===== src/rtl/traffic_monitor.sv =====
// traffic_monitor: watches a four-way light controller for conflicts, bad codes, phase order and run timing.
// Run-length checking is built only when TRAFFIC_MON_TIMING_CHECK_EN is defined.
module traffic_monitor #(
    parameter int GREEN_CYCLES  = 8,
    parameter int YELLOW_CYCLES = 4
) (
    input  logic       clk,
    input  logic       rst_a,
    input  logic [2:0] n_light,
    input  logic [2:0] s_light,
    input  logic [2:0] e_light,
    input  logic [2:0] w_light,
    output logic [1:0] active_dir,
    output logic       locked,
    output logic       err_conflict,
    output logic       err_encoding,
    output logic       err_order,
    output logic       err_timing,
    output logic       err_any,
    output logic [7:0] rotations
);
    typedef enum logic [1:0] {HUNT, GREEN, YELLOW} state_t;
    state_t state, state_n;
    logic [3:0][2:0] lt;
    logic [3:0] nonred, grn, yel, bad;
    logic [1:0] idx, nxt, dir_n;
    logic conflict, encoding, single, fault, same_g, same_y, next_g, order_n, timing_n, rot_inc;

    if (GREEN_CYCLES < 1 || GREEN_CYCLES > 255 || YELLOW_CYCLES < 1 || YELLOW_CYCLES > 255) begin : g_bad_cycles
        $error("traffic_monitor: run lengths must be within 1..255");
    end

    assign lt = {w_light, e_light, s_light, n_light};
    for (genvar i = 0; i < 4; i++) begin : g_dec
        assign nonred[i] = lt[i] != 3'b000;
        assign grn[i]    = lt[i] == 3'b001;
        assign yel[i]    = lt[i] == 3'b010;
        assign bad[i]    = lt[i] > 3'b010;
    end

    assign conflict = |(nonred & (nonred - 4'd1));
    assign encoding = |bad;
    assign single   = !conflict && |nonred;
    assign idx      = nonred[1] ? 2'd1 : nonred[2] ? 2'd2 : nonred[3] ? 2'd3 : 2'd0;
    assign nxt      = active_dir + 2'd1;
    assign same_g   = single && grn[active_dir];
    assign same_y   = single && yel[active_dir];
    assign next_g   = single && grn[nxt];
    assign fault    = state != HUNT && (conflict || encoding);

    // A conflict or bad code while locked drops lock without also reporting an order error.
    always_comb begin
        state_n = state;
        dir_n   = active_dir;
        order_n = 1'b0;
        rot_inc = 1'b0;
        if (fault)
            state_n = HUNT;
        else if (state == HUNT) begin
            state_n = single && grn[idx] ? GREEN : HUNT;
            dir_n   = single && grn[idx] ? idx : active_dir;
        end else if (state == GREEN) begin
            state_n = same_y ? YELLOW : same_g ? GREEN : HUNT;
            order_n = !same_y && !same_g;
        end else begin
            state_n = next_g ? GREEN : same_y ? YELLOW : HUNT;
            order_n = !next_g && !same_y;
            dir_n   = next_g ? nxt : active_dir;
            rot_inc = next_g && active_dir == 2'd3;
        end
    end

`ifdef TRAFFIC_MON_TIMING_CHECK_EN
    logic [7:0] run_cnt, limit;
    logic flagged, cont, new_run;
    assign limit    = state == GREEN ? 8'(GREEN_CYCLES) : 8'(YELLOW_CYCLES);
    assign cont     = state != HUNT && state_n == state;
    assign new_run  = state_n != HUNT && state_n != state;
    // Overrun fires when the next increment would pass the limit; underrun only on a legal phase change.
    assign timing_n = !flagged && ((cont && run_cnt >= limit) || (state != HUNT && new_run && run_cnt < limit));

    always_ff @(posedge clk) begin
        if (rst_a) begin
            run_cnt    <= 8'd0;
            flagged    <= 1'b0;
            err_timing <= 1'b0;
        end else begin
            run_cnt    <= new_run ? 8'd1 : cont ? run_cnt + {7'd0, run_cnt != 8'hff} : 8'd0;
            flagged    <= cont && (flagged || timing_n);
            err_timing <= timing_n;
        end
    end
`else
    assign timing_n   = 1'b0;
    assign err_timing = 1'b0;
`endif

    always_ff @(posedge clk) begin
        if (rst_a) begin
            state        <= HUNT;
            active_dir   <= 2'd0;
            locked       <= 1'b0;
            err_conflict <= 1'b0;
            err_encoding <= 1'b0;
            err_order    <= 1'b0;
            err_any      <= 1'b0;
            rotations    <= 8'd0;
        end else begin
            state        <= state_n;
            active_dir   <= dir_n;
            locked       <= state_n != HUNT;
            err_conflict <= conflict;
            err_encoding <= encoding;
            err_order    <= order_n;
            err_any      <= err_any | conflict | encoding | order_n | timing_n;
            rotations    <= rotations + {7'd0, rot_inc};
        end
    end
endmodule


===== config.mk =====
export PLATFORM = sky130hd
export DESIGN_NAME = traffic_monitor
export DESIGN_NICKNAME = d
export VERILOG_FILES = /design/src/rtl/traffic_monitor.sv
export SDC_FILE = /design/constraint.sdc
export NUM_CORES = 1
export LEC_CHECK = 0
export CELL_PAD_IN_SITES_DETAIL_PLACEMENT = 2
export CELL_PAD_IN_SITES_GLOBAL_PLACEMENT = 2
export CORE_MARGIN = 4
export CORE_UTILIZATION = 28
export CTS_CLUSTER_SIZE = 40
export DETAILED_ROUTE_END_ITERATION = 12
export GPL_TIMING_DRIVEN = 0
export PLACE_DENSITY = 0.82
export SYNTH_ARGS = -nofsm -noshare
export SYNTH_HDL_FRONTEND = slang
export SYNTH_SLANG_ARGS = --single-unit
export TNS_END_PERCENT = 30

===== constraint.sdc =====
create_clock -name clk -period 3.7 [get_ports clk]
set_clock_uncertainty 0.15 [all_clocks]
set_input_delay 0.74 -clock clk [delete_from_list [all_inputs] [get_ports clk]]
set_output_delay 0.74 -clock clk [all_outputs]
set_load 0.02 [all_outputs]

==> impl_metrics.csv <==
group,metric,value,unit
run_status,status,"finished, final reports clean",
logic_synthesis,synthCells,121,
clock_network,cts_tree,"yes",
place,placed_cells,195,
timing,slew_viol_final,0,
worst_setup_path,cpPeakStageDelay,540,ps
worst_setup_path,end_kind,"flop",
worst_setup_path,cp_slowest_cell,"clkdlybuf4s50_1",
global_routing,grt_pass1_vias,1211,
logic_synthesis,avgSynthCellArea,8.52,um2
floorplanning,die-area,4720,um2
timing,fin_crit,3330,ps
final_layout,area_delta_synth_final,37.3,%
global_routing,overflow,0,
global_routing,antenna_found_initial,0,
final_layout,drive_above_1_share,9.15,%
logic_synthesis,ys.flop_type,"dfxtp_1",
logic_synthesis,synth_edf_count,0,
floorplanning,ios,30,
timing,layout_setup_ws,374,ps
global_routing,grt_max_degree,11,
logic_synthesis,ys_seq_elements,17,
global_routing,grt_usage,17.0,%
timing,setup_viol,0,
worst_setup_path,crit_required,3680,ps
detailed_routing,wl_per_cell,17.8,um
worst_setup_path,r2r_slack,1090,ps
detailed_routing,first_iter_violations,19,
final_layout,final_cells,199,
detailed_routing,first_pass_iters,4,
floorplanning,die_h,68.7,um
timing,setup_tns,0,ps
timing,rsz0062_at_grt,"false",
logic_synthesis,synth_cell_types,42,
logic_synthesis,async_reset_ff_share,0,%
clock_network,cts_buffers,3,
floorplanning,rows,21,
final_layout,diodes,0,
final_layout,fillers,400,
clock_network,post_cts_buffers,0,
logic_synthesis,synth_commonest_cells,"dfxtp_1, nor2_1, nor3_1, nor4b_1",
clock_network,cts.reportedPaths.clkPinSlew,70,ps
final_layout,fin_util,41.1,%
power_and_ir_drop,ir_drop,148,uV
worst_setup_path,critical_path_class,"primary input to flop",
clock_network,cts_root_buf,"clkbuf_8",
worst_setup_path,crit_top_cell,"ha_1",
run,drv_cap,0,
timing,hold_violations,0,
logic_synthesis,yosysTopAreaCellShare,33.0,%
detailed_routing,drc,0,
worst_setup_path,crit_arrival,3300,ps
detailed_routing,viasPerCell,5.50,
worst_setup_path,start_kind,"primary input",
detailed_routing,antenna_left,0,
timing,period_share,89.9,%
detailed_routing,vias,1094,
clock_network,cts_buffer_depth,2,
logic_synthesis,synth_fp_nets,138,
clock_network,ctsResizeCount,0,
place,hpwl,2.79,mm
timing,whs,375,ps
logic_synthesis,yosysWarnings,0,
timing,fmax,0.301,GHz
power_and_ir_drop,powerDensity,271,nW/um2
clock_network,h-tree-depth,1,
worst_setup_path,worstPathCellList,"clkdlybuf4s50_1 -> or3_1 -> nor3_1 -> a21oi_1 -> o21ai_2 -> and3_1 -> ha_1 -> ha_1 -> nand3_1 -> xor2_1 -> nor2_1",
place,place_ws,130,ps
global_routing,grt_pass1_wl,5.90,mm
clock_network,cts-hold-fix-buffers,0,
place,gp_congestion,0.795,
place,port_buffers,28,
floorplanning,core,3440,um2
min_path,hp-class,"flop to flop",
power_and_ir_drop,p_leak,0.498,nW
worst_setup_path,worstPathBufferInverterCount,1,
detailed_routing,wl,3.55,mm
worst_setup_path,critical_path_peak_fanout,8,
worst_setup_path,critPathTopFamily,"simple AND/OR/NAND/NOR gates",
logic_synthesis,seq_area_frac_synth,33.0,%
clock_network,cts.sinks,17,
final_layout,fin_nets,171,
logic_synthesis,synth.most_common_cell,"dfxtp_1",
floorplanning,dieWidth,68.7,um
logic_synthesis,synth_top_area_cell,"dfxtp_1",
logic_synthesis,syn_area,1030,um2
logic_synthesis,synth.area.top_cells,"dfxtp_1, nor2_1, nor4b_1",
clock_network,clock_latency,250,ps
floorplanning,initial_core_util,30.0,%
-- routing by layer --
layer  vias up  routed length [um]  track usage [%]
li1        521                   -                -
met1       538                1550             20.6
met2        29                1830             29.4
met3         6                 109             3.89
met4         0                  64             5.46
met5         -                   0                0
-- worst reg2reg max path: cells and delay by family, from the launching register on --
kind	cells	cell delay [ps]
adders and majority gates	3	690
xor gates and xnor gates	1	170
AOI/OAI and AO/OA	1	300
buffers and inverters	1	120
and+or+nand+nor	4	520
DFF	1	510
-- power breakdown --
group	leakage (nW)	switching, mW	internal, mW	total, mW
clock	0.0255	0.0657	0.0748	0.140
combinational	0.335	0.0299	0.0275	0.0574
sequential	0.138	0.000818	0.185	0.186
-- cell families (layout without fill, tap and decap cells) --
kind of cell,count (synthesis),after routing,share of synthesized area [%]
compound gates,32,32,23.8
xor+xnor,7,7,5.95
fa+ha+maj,3,3,3.64
buf+inv,6,38,3.40
flops,17,17,33.0
other cells,1,1,0.364
simple gates,55,55,29.9
-- worst paths after layout --
path / endpoint / start / depth (start not counted)
max reg2reg: rotations[4]$_SDFF_PP0_ / active_dir[0]$_SDFFE_PP0P_ / 10
max: rotations[4]$_SDFF_PP0_ / e_light[0] / 11
min: rotations[7]$_SDFF_PP0_ / rotations[7]$_SDFF_PP0_ / 2
min reg2reg: rotations[7]$_SDFF_PP0_ / rotations[7]$_SDFF_PP0_ / 2
-- sequential cells by signal (all words and copies together) (netlist names) --
name,flops
rotations,8
err_any,1
locked,1
active_dir,2
err_order,1
err_encoding,1
err_conflict,1
state,2
-- placed cells by master (no fill, tap or decap), types with 2 or more instances in the layout --
master,n
xnor2_1,3
or3_1,4
nor4b_1,6
o21bai_1,2
nor3_1,6
nand3_1,5
nor2_1,14
clkdlybuf4s50_1,28
a211oi_2,2
a211oi_1,3
nor3b_1,2
o21ai_2,2
a22oi_1,2
xor2_1,4
nor2b_1,3
a21oi_1,5
dfxtp_1,17
o21ai_0,2
o311a_1,2
nand2_1,5
clkbuf_8,3
a31oi_1,5
ha_1,3
and3_1,4
-- metrics by stage --
step | area [um2] | total power, mW
global route | 1420 | 0.403
detailed placement | 1370 | 0.247
floorplan | 1030 | 0.215
global placement | 1370 | 0.244
CTS | 1420 | 0.391
finish | 1420 | 0.384
-- area by class of cell --
type / count / area [um2] / area share [%]
Multi-Input combinational cell: 98 / 656 / 46.3
Sequential cell: 17 / 340 / 24.0
Timing Repair Buffer: 28 / 280 / 19.8
Tap cell: 46 / 57.6 / 4.07
Clock buffer: 3 / 41.3 / 2.92
Buffer: 5 / 31.3 / 2.21
Clock inverter: 1 / 5.00 / 0.354
Inverter: 1 / 3.75 / 0.265
No activity file was read; power rests on OpenSTA's default activity.
